File: config.mk
export PLATFORM = sky130hd
export DESIGN_NAME = seq_engine
export DESIGN_NICKNAME = d
export VERILOG_FILES = /design/src/rtl/seq_pkg.sv /design/src/rtl/seq_cmd_fifo.sv /design/src/rtl/seq_engine.sv
export SDC_FILE = /design/constraint.sdc
export NUM_CORES = 1
export LEC_CHECK = 0
export BUFFER_PORTS_ARGS = -buffer_cell sky130_fd_sc_hd__buf_4
export CAP_MARGIN = 20
export CORE_UTILIZATION = 45
export DETAILED_ROUTE_END_ITERATION = 8
export HOLD_SLACK_MARGIN = 0.05
export PLACE_DENSITY_LB_ADDON = 0.05
export SETUP_SLACK_MARGIN = 0.05
export SYNTH_ARGS = -nofsm -noshare
export SYNTH_HDL_FRONTEND = slang
export SYNTH_SLANG_ARGS = --single-unit
File: constraint.sdc
create_clock -name clk -period 3.5 [get_ports clk]
set_clock_uncertainty 0.1 [all_clocks]
set_input_delay 0.7 -clock clk [delete_from_list [all_inputs] [get_ports clk]]
set_output_delay 0.7 -clock clk [all_outputs]
set_load 0.01 [all_outputs]
File: src/rtl/seq_pkg.sv
// seq_pkg: opcodes, instruction field helpers and program-word macros for seq_engine.
// Instruction format is [opcode 3][n AW][d DDW].
package seq_pkg;

    typedef enum logic [2:0] {
        OP_STOP   = 3'd0,
        OP_OUT    = 3'd1,
        OP_JMP    = 3'd2,
        OP_CALL   = 3'd3,
        OP_RET    = 3'd4,
        OP_PUSHI  = 3'd5,
        OP_DECJNZ = 3'd6
    } op_e;

    function automatic logic [2:0] f_op(input logic [63:0] w, input int ocw);
        return 3'(w >> (ocw - 3));
    endfunction

    function automatic logic [31:0] f_n(input logic [63:0] w, input int ocw, input int ddw);
        return 32'((w >> ddw) & ((64'd1 << (ocw - ddw - 3)) - 64'd1));
    endfunction

    function automatic logic [31:0] f_d(input logic [63:0] w, input int ddw);
        return 32'(w & ((64'd1 << ddw) - 64'd1));
    endfunction

endpackage

// Word builders for the default 12-bit format (AW=5, DDW=4).
`ifndef SEQ_PKG_MACROS
`define SEQ_PKG_MACROS
`define SEQ_STOP(n, d)   {3'd0, 5'(n), 4'(d)}
`define SEQ_OUT(n, d)    {3'd1, 5'(n), 4'(d)}
`define SEQ_JMP(n, d)    {3'd2, 5'(n), 4'(d)}
`define SEQ_CALL(n, d)   {3'd3, 5'(n), 4'(d)}
`define SEQ_RET(n, d)    {3'd4, 5'(n), 4'(d)}
`define SEQ_PUSHI(n, d)  {3'd5, 5'(n), 4'(d)}
`define SEQ_DECJNZ(n, d) {3'd6, 5'(n), 4'(d)}
`endif

File: src/rtl/seq_cmd_fifo.sv
// seq_cmd_fifo: show-ahead synchronous FIFO of program entry addresses.
module seq_cmd_fifo #(
    parameter int W     = 5,
    parameter int DEPTH = 256
) (
    input  logic         clk,
    input  logic         rst_n,
    input  logic         wr_en,
    input  logic [W-1:0] wr_data,
    input  logic         rd_en,
    output logic [W-1:0] rd_data,
    output logic         full,
    output logic         empty
);

    localparam int PW = $clog2(DEPTH);
    localparam int CW = $clog2(DEPTH + 1);

    logic [W-1:0]  mem [DEPTH];
    logic [PW-1:0] wp, rp;
    logic [CW-1:0] cnt;
    logic          do_rd, do_wr;

    // A write into a full FIFO still lands if a read frees a slot on the same edge.
    assign full    = cnt == CW'(DEPTH);
    assign empty   = cnt == '0;
    assign do_rd   = rd_en && !empty;
    assign do_wr   = wr_en && (!full || do_rd);
    assign rd_data = mem[rp];

    always_ff @(posedge clk or negedge rst_n) begin
        if (!rst_n) begin
            wp  <= '0;
            rp  <= '0;
            cnt <= '0;
        end else begin
            if (do_wr) wp <= (wp == PW'(DEPTH - 1)) ? '0 : wp + 1'b1;
            if (do_rd) rp <= (rp == PW'(DEPTH - 1)) ? '0 : rp + 1'b1;
            cnt <= cnt + CW'(do_wr) - CW'(do_rd);
        end
    end

    always_ff @(posedge clk)
        if (do_wr) mem[wp] <= wr_data;

endmodule

File: src/rtl/seq_engine.sv
// seq_engine: microcoded pattern sequencer running ROM programs from queued entry addresses.
// Stack, PC and decode live here; entry addresses come from seq_cmd_fifo.
module seq_engine
    import seq_pkg::*;
#(
    parameter int                  OCW     = 12,
    parameter int                  DDW     = 4,
    parameter int                  PLEN    = 31,
    parameter int                  STD     = 256,
    parameter int                  FDEPTH  = 256,
    parameter logic [PLEN*OCW-1:0] PROGRAM = '0,
    localparam int                 AW      = OCW - DDW - 3
) (
    input  logic           clk,
    input  logic           rst_n,
    input  logic           wr_en,
    input  logic [AW-1:0]  wr_addr,
    output logic           fifo_full,
    output logic           fifo_empty,
    output logic [DDW-1:0] data_o,
    output logic [AW-1:0]  pc,
    output logic           stop
);

    localparam int SPW = $clog2(STD + 1);
    localparam int SIW = $clog2(STD);

    logic            run, adv, do_load, go_idle, fifo_pop, has_top;
    logic            push, pop, wtop, halt;
    logic [AW-1:0]   cnt, n, ln, nxt, la, top, push_val, lcnt, fifo_data;
    logic [SPW-1:0]  sp;
    logic [AW-1:0]   stk [STD];
    logic [OCW-1:0]  cw, lw;
    logic [2:0]      op, lop;

    function automatic logic [OCW-1:0] fetch(input logic [AW-1:0] a);
        int idx;
        idx = (int'(a) < PLEN) ? PLEN - 1 - int'(a) : 0;
        return (int'(a) < PLEN) ? PROGRAM[idx*OCW +: OCW] : '0;
    endfunction

    function automatic logic valid(input logic [AW-1:0] a);
        return a != '0 && int'(a) < PLEN;
    endfunction

    seq_cmd_fifo #(.W(AW), .DEPTH(FDEPTH)) u_fifo (
        .clk     (clk),
        .rst_n   (rst_n),
        .wr_en   (wr_en),
        .wr_data (wr_addr),
        .rd_en   (fifo_pop),
        .rd_data (fifo_data),
        .full    (fifo_full),
        .empty   (fifo_empty)
    );

    assign stop = !run;

    always_comb begin
        cw       = fetch(pc);
        op       = f_op(64'(cw), OCW);
        n        = AW'(f_n(64'(cw), OCW, DDW));
        has_top  = sp != '0;
        top      = has_top ? stk[SIW'(sp - 1'b1)] : '0;
        adv      = run && cnt == '0;
        nxt      = pc + 1'b1;
        push_val = pc + 1'b1;
        push     = 1'b0;
        pop      = 1'b0;
        wtop     = 1'b0;
        halt     = 1'b0;
        case (op)
            OP_OUT:    ;
            OP_JMP:    nxt = n;
            OP_CALL:   begin push = 1'b1; nxt = n; end
            OP_RET:    if (has_top) begin pop = 1'b1; nxt = top; end
            OP_PUSHI:  begin push = 1'b1; push_val = n; end
            OP_DECJNZ: if (has_top && top != AW'(1)) begin wtop = 1'b1; nxt = n; end
                       else if (has_top) pop = 1'b1;
            default:   halt = 1'b1;
        endcase
        // The address to load is either the successor or, while idle, the FIFO head.
        fifo_pop = !run && !fifo_empty;
        la       = run ? nxt : fifo_data;
        lw       = fetch(la);
        lop      = f_op(64'(lw), OCW);
        ln       = AW'(f_n(64'(lw), OCW, DDW));
        lcnt     = ((lop == OP_OUT || lop == OP_RET || lop == OP_STOP || lop == 3'd7) && ln != '0)
                   ? ln - 1'b1 : '0;
        do_load  = (adv && !halt || fifo_pop) && valid(la);
        go_idle  = adv && !do_load;
    end

    always_ff @(posedge clk or negedge rst_n) begin
        if (!rst_n) begin
            run    <= 1'b0;
            pc     <= '0;
            data_o <= '0;
            cnt    <= '0;
            sp     <= '0;
        end else begin
            if (do_load) begin
                run    <= 1'b1;
                pc     <= la;
                data_o <= DDW'(f_d(64'(lw), DDW));
                cnt    <= lcnt;
            end else if (go_idle) begin
                run <= 1'b0;
                pc  <= '0;
            end else if (run) begin
                cnt <= cnt - 1'b1;
            end
            if (adv && push && sp != SPW'(STD)) sp <= sp + 1'b1;
            else if (adv && pop) sp <= sp - 1'b1;
        end
    end

    always_ff @(posedge clk)
        if (adv && push && sp != SPW'(STD)) stk[SIW'(sp)] <= push_val;
        else if (adv && wtop) stk[SIW'(sp - 1'b1)] <= top - 1'b1;

endmodule

Word-level counts from Yosys, hierarchy flattened
Memory sizes are Yosys's and may differ from the RTL's.
Index checks and enable logic that the tools add are counted.
{"block": "op_classes", "multipliers": 2, "muxes": 38, "bitwise_logic": 0, "add_sub_neg": 12, "shifts": 2, "n_lt_le_gt_ge": 2, "div_mod_pow": 0, "n_eq_ne": 15, "n_reduce_logical": 37}
{"operator": "$shiftx A372 B32 Y12 const A", "count": 2}
{"operator": "$mul A32 B3 Y30 const B", "count": 2}
{"operator": "$mux W32", "count": 2}
{"operator": "$mux W5", "count": 12}
{"operator": "$mux W12", "count": 2}
{"operator": "$mux W8", "count": 3}
{"operator": "$mux W9", "count": 2}
{"operator": "$add A8 B1 Y8 const B", "count": 2}
{"operator": "$eq A8 B8 Y1 const B", "count": 2}
{"operator": "$eq A3 B3 Y1 const B", "count": 5}
{"operator": "$mux W1", "count": 15}
{"operator": "$pmux W5 S3", "count": 1}
{"operator": "$sub A5 B1 Y5 const B", "count": 3}
{"operator": "$logic_and A1 B1 Y1", "count": 14}
{"operator": "$sub A5 B5 Y6 const A", "count": 2}
{"operator": "$lt A5 B5 Y1 const B", "count": 2}
{"operator": "$reduce_bool A5 Y1", "count": 2}
{"operator": "$add A9 B1 Y9", "count": 1}
{"operator": "$add A9 B1 Y9 const B", "count": 1}
{"operator": "$eq A9 B9 Y1 const B", "count": 1}
{"operator": "$logic_not A9 Y1", "count": 1}
{"operator": "$ne A9 B9 Y1 const B", "count": 1}
{"operator": "$reduce_bool A9 Y1", "count": 1}
{"operator": "$sub A9 B1 Y9", "count": 1}
{"operator": "other kinds (16)", "count": 28}
{"block": "totals", "wordCells": 118, "register_bits": 49, "mem_count": 2, "out_inout_bits": 12, "romBits": 0, "latchBits": 0, "inputBits": 8, "mem_bits_rw": 2560}
{"memory": "stk", "words": 256, "word_bits": 5, "rd": 1, "rd_ports_with_merged_regs": 0, "wr": 1, "line_no": "seq_engine.sv:32", "rtl": "logic [AW-1:0] stk [STD];"}
{"memory": "u_fifo.mem", "words": 256, "word_bits": 5, "rd": 1, "rd_ports_with_merged_regs": 0, "wr": 1, "line_no": "seq_cmd_fifo.sv:19", "rtl": "logic [W-1:0] mem [DEPTH];"}

Depth between registers and ports, before layout
{"block": "logic_depth", "depth_word": 21, "ltp_mapped": 17, "depth_no_buf": 17}

Hierarchy
From an unflattened synthesis, not the netlist that was laid out.
{"block": "hier_totals", "cells_unflattened": 2742, "hier_area_um2": 52492.8}
{"module": "seq_cmd_fifo", "area_per_inst_um2": 51803.4, "cells_per_inst": 2668, "instances": 1, "seq_area_each_um2": 39062.5}
{"module": "seq_engine", "area_per_inst_um2": 689.4, "cells_per_inst": 74, "instances": 1, "seq_area_each_um2": 275.3}

Worst setup path after synthesis
OpenSTA, ideal clock, no wires.
{"block": "synth_timing", "kind": "register to register", "start": "register u_fifo.cnt[4]", "end": "register u_fifo.cnt[8]", "setup_ns": 0.080, "path_buffers": 0, "required_time_ns": 3.320, "path_slack_ns": 0.181, "period_less_slack_ns": 3.319, "stages_incl_launch_ff": 18, "arrival_time_ns": 3.139, "path_cell_list": "dfrtp_1 -> inv_1 -> ha_1 -> nand4_1 -> o21ai_0 -> clkinv_1 -> ha_1 -> inv_1 -> ha_1 -> fa_1 -> a21oi_1 -> nor2_1 -> o21ai_0 -> a21oi_1 -> o21ai_0 -> a21oi_1 -> nor2_1 -> xnor2_1"}
{"block": "synth_between", "elab_chain_len": 8, "word_cells_on_any_way": 10, "cone_classes": "2 x add/sub; 1 x eq/ne; 7 x reduce/logical"}
{"element": "from (decl)", "line_no": "seq_cmd_fifo.sv:21", "rtl": "logic [CW-1:0] cnt;"}
{"element": "from (signal assigned)", "line_no": "seq_cmd_fifo.sv:39", "rtl": "cnt <= cnt + CW'(do_wr) - CW'(do_rd);"}
{"element": "$logic_not A9 Y1 *", "line_no": "seq_cmd_fifo.sv:26", "rtl": "assign empty = cnt == '0;"}
{"element": "$logic_not A1 Y1 *", "line_no": "seq_cmd_fifo.sv:27, seq_engine.sv:83"}
{"element": "$logic_and A1 B1 Y1", "line_no": "seq_engine.sv:83", "rtl": "fifo_pop = !run && !fifo_empty;"}
{"element": "$logic_and A1 B1 Y1 *", "line_no": "seq_cmd_fifo.sv:27", "rtl": "assign do_rd = rd_en && !empty;"}
{"element": "named net u_fifo.do_rd", "line_no": "seq_cmd_fifo.sv:22", "rtl": "logic do_rd, do_wr;"}
{"element": "$logic_or A1 B1 Y1", "line_no": "seq_cmd_fifo.sv:28", "rtl": "assign do_wr = wr_en && (!full || do_rd);"}
{"element": "$logic_and A1 B1 Y1", "line_no": "seq_cmd_fifo.sv:28"}
{"element": "$add A9 B1 Y9", "line_no": "seq_cmd_fifo.sv:39"}
{"element": "$sub A9 B1 Y9 *", "line_no": "seq_cmd_fifo.sv:39"}
Mark *: on every way through the listed nets, which the timed path passes. The rest lies on a longest branch.
A chain may end at the register's enable or synchronous reset.

Worst setup path after layout
{"block": "layout_timing", "start": "register u_fifo.rp[0]", "end": "register cnt[1]"}
{"block": "layout_between", "elab_chain_len": 14, "word_cells_on_any_way": 28, "cone_classes": "2 x add/sub; 1 x mul; 1 x order compare; 4 x eq/ne; 1 x shift; 5 x mux; 13 x reduce/logical; 1 x memory"}
{"element": "from (decl)", "line_no": "seq_cmd_fifo.sv:20", "rtl": "logic [PW-1:0] wp, rp;"}
{"element": "from (signal assigned)", "line_no": "seq_cmd_fifo.sv:38", "rtl": "if (do_rd) rp <= (rp == PW'(DEPTH - 1)) ? '0 : rp + 1'b1;"}
{"element": "$mem_v2 Z256 W5 *"}
{"element": "$mux W5 *", "line_no": "seq_engine.sv:84", "rtl": "la = run ? nxt : fifo_data;"}
{"element": "parallel branches: the longest is 12 deep, another holds $mul A32 B3 Y30"}
{"element": "to (signal assigned)", "line_no": "seq_engine.sv:106", "rtl": "cnt <= lcnt;"}
{"element": "to (signal assigned)", "line_no": "seq_engine.sv:111", "rtl": "cnt <= cnt - 1'b1;"}
{"element": "to (decl)", "line_no": "seq_engine.sv:30", "rtl": "logic [AW-1:0] cnt, n, ln, nxt, la, top, push_val, lcnt, fifo_data;"}
Mark *: on every way between the ends.

==> metrics.md <==
| Metric | Value |
|---|---|
| Initial antenna violation count | `2` |
| Post-layout util | `between 50% and 60%` |
| Clock root cell | `clkbuf_16` |
| Worst setup EP type | `register` |
| Biggest area consumer among synthesized cells | `edfxtp_1` |
| Fin crit share | `104%` |
| Setup CP Type | `reg2reg` |
| Worst hold slack | `about 0.35 ns` |
| Post-synth top area share | `72.2%` |
| Clock-pin slew on the worst setup and hold paths | `around 0.060 ns` |
| Final WS setup | `-0.124 ns` |
| Total grt overflow | `0` |
| Hold Fails Final Rpt | `0` |
| # rows | `125` |
| Setup_tns | `-0.963 ns` |
| Gpl congestion | `0.909` |
| Share of layout cells above drive strength 1 | `approximately 29%` |
| Max VDD drop | `~0.59 mV` |
| Minimum clock period | `around 3.6 ns` |
| Vias | `approximately 28000` |
| Fin area | `approximately 0.063 mm2` |
| Wirelength per Cell | `~32 um` |
| Detail Placement HPWL | `~100000 um` |
| Main synth FF type | `edfxtp_1` |
| First-pass GRT wire length | `217000 um` |
| RSZ-0062 raised after global routing | `true` |
| Die area | `~0.12 mm2` |
| Number of synthesized register bits | `~1300` |
| Worst Setup Start Kind | `register` |
| Most frequent cells in the layout | `edfxtp_1 (1280), buf_4 (277), nor2_1 (275)` |
| Buffers on Ports | `15` |
| Number of synthesized flops with an enable pin | `between 1000 and 1500` |
| Vias in the first global route | `about 29000` |
| Most common cell after layout, fill and taps aside | `edfxtp_1` |
| Htree depth | `4` |
| Cells after Synth | `2759` |
| Flop2flop setup slack | `-0.12 ns` |
| DRT iter0 DRCs | `3201` |
| Inserted Clock Buffers | `141` |
| Worst-margin pin slew | `approximately 1 ns` |
| Core box area | `~0.12 mm2` |
| P&R area growth vs syn | `17.9%` |
| Ports | `20` |
| Mux cell area share after synthesis | `15.5%` |
| Placement-stage cell area | `0.0570 mm2` |
| Die H | `roughly 350 um` |
| Critical Path Start | `u_fifo.rp[0]` |
| Sink Count | `approximately 1300` |
| Worst-Skew Late Latency | `approximately 0.76 ns` |
| Post-Synth Simple-Gate Area | `slightly above 4%` |
| DRC | `0` |
| Maxcap violations | `0` |
| Status | `complete, but fails checks` |
| Total Nets Final | `around 3100` |
| Maximum fanout along the worst path | `10` |
| Power density cells | `813 mW/mm2` |
| Worst EP required | `around 4.1 ns` |
| Largest net degree at the start of global routing | `93` |
| CTS max path bufs | `3` |
| P_leak | `~21 nW` |
| Largest family of logic cells by synthesized area | `multiplexers` |
| Starting Density | `between 40% and 50%` |
| Largest cells by area after synthesis | `edfxtp_1 (72%), mux4_2 (9.1%), mux2i_1 (3.2%)` |
| Post-Place Worst Slack | `-0.916 ns` |
| Hold depth | `1` |
| GRT Util Overall | `25.6%` |
| CTS tree | `done` |
| Slew Limit Fails | `0` |
| Synth Area in Adders | `less than 1%` |
| Netlist cell types | `slightly above 80` |
| Crit path DAT | `about 4.2 ns` |
| Syn_area_per_cell | `roughly 19 um2` |
| Max frequency | `between 0.2 and 0.3 GHz` |
| Final setup viols | `11` |
| Worst Hold Class | `in2reg` |
| Chip Width | `346 um` |
| Failing checks | `negative setup slack` |
| Reg2Reg Depth | `15` |
| Yosys synthesis warning count | `0` |
| Sequential fraction of the synthesis area | `73.9%` |
| FFs w/ async S/R, synth | `between 2 and 3%` |
| Drt via density | `about 6.0` |
| Xor and xnor fraction of the mapped netlist area | `less than 1%` |
| Worst R2R End | `cnt[1]` |
| Compound-Gate Fraction of Synth Area | `3.23%` |
| Hold path endpoint | `u_fifo.mem[109][1]` |
| Post-Synthesis Cell Area | `between 0.05 and 0.06 mm2` |
| HP Start | `wr_addr[1]` |
| Drt pass-1 iters | `5` |
| Routed Antenna Nets | `0` |
| FF-to-FF Start | `u_fifo.rp[0]` |
| Max-slew headroom | `between 30% and 40%` |
| Final Routed Wirelength | `152000 um` |
==> synthesized netlist by cell type, types with 4 or more instances <==
cell      instances
o22ai_1          16
clkbuf_1         71
a21oi_1          52
nand2_1         104
a211oi_1          4
buf_2            40
o21ai_0          31
inv_1            21
dfrtp_1          36
a31oi_1          18
buf_1             7
nor2b_1          12
o31ai_1           5
o221ai_1          4
nand3_1          41
nand4_1           5
nor2_1          288
a22o_1            4
buf_4            16
mux2_2           16
mux4_1           57
nand2b_1          7
buf_12           18
a22oi_1          45
ha_1             20
buf_8             8
o211ai_1          4
xor2_1            8
buf_6            12
mux2i_1         171
xnor2_1          13
a221oi_1         14
mux4_2          215
and2_1            5
nor3_1           10
o21ai_1           5
edfxtp_1       1280
or2_2             6
==> report_power, final <==
part	total [mW]	internal, mW	switching [mW]
Combinational	18.2	8.37	9.84
Clock	14.8	8.79	6.06
Sequential	18.0	17.6	0.381
==> metrics by stage <==
step                power, mW  std cells
floorplan                27.4       2762
global placement         34.6       4437
detailed placement       34.7       4437
CTS                      51.0       4733
global route             52.6       4738
finish                   51.0       4740
==> routing by layer <==
metal / vias up / global-route usage (%) / wire (um)
met1: 15200 / 36.8 / 65800
met2: 1124 / 40.7 / 72400
li1: 11900 / - / -
met3: 229 / 3.77 / 9600
met4: 0 / 7.56 / 4110
met5: - / 0 / 0
==> how the worst max path moves through the flow <==
| stage | slack (ns) | depth (start not counted) | endpoint |
|---|---|---|---|
| after global routing | -0.18 | 13 | cnt[1] |
| after CTS | -0.13 | 15 | cnt[1] |
| after global placement | -0.83 | 17 | u_fifo.cnt[8] |
| final | -0.12 | 15 | cnt[1] |
| after detailed placement | -0.92 | 17 | u_fifo.cnt[8] |
| after floorplan | 0.18 | 17 | u_fifo.cnt[8] |
==> worst max-delay path: stages, from the launching register on <==
cell and delay, ns:
dfrtp_4 0.51, buf_12 0.16, buf_16 0.16, buf_12 0.14, buf_16 0.15, buf_4 0.16, mux4_2 0.45, mux2i_2 0.22
o22ai_2 0.15, a2111oi_2 0.33, buf_4 0.20, o211ai_1 0.14, nand2_1 0.15, and4_4 0.27, nor2_4 0.07, a211oi_2 0.17
==> flip-flops by register name, indices dropped and copies added, names as in the netlist <==
name        cells
u_fifo.cnt      9
cnt             5
pc              5
u_fifo.wp       8
u_fifo.mem   1280
run             1
u_fifo.rp       8
==> final cells by class <==
cell class              count  area [um2]
clock buffers             185        3820
flip-flops and latches   1316       39400
repair buffers            368        3760
clock inverters            69         753
well taps                1524        1910
diodes                      3        7.51
multi-input cells        1251       13000
inverters                  24        97.6
fillers                  9158       53900
==> timing repair <==
item | CTS | global route
endpoints found under the hold margin | 36 | 0
gates resized for setup | 105 | 53
hold buffers | 1 | 0
pin swaps | 35 | 25
gates cloned | 6 | 0
endpoints found under the setup margin | 69 | 171
buffers inserted | 38 | 7
==> cells by family after synthesis <==
group / after synthesis
buf+inv: 196
xor+xnor: 21
fa+ha+maj: 21
compound gates: 242
simple gates: 503
other cells: 1
mux: 459
flops: 1316
(Power assumes the default switching activity.)
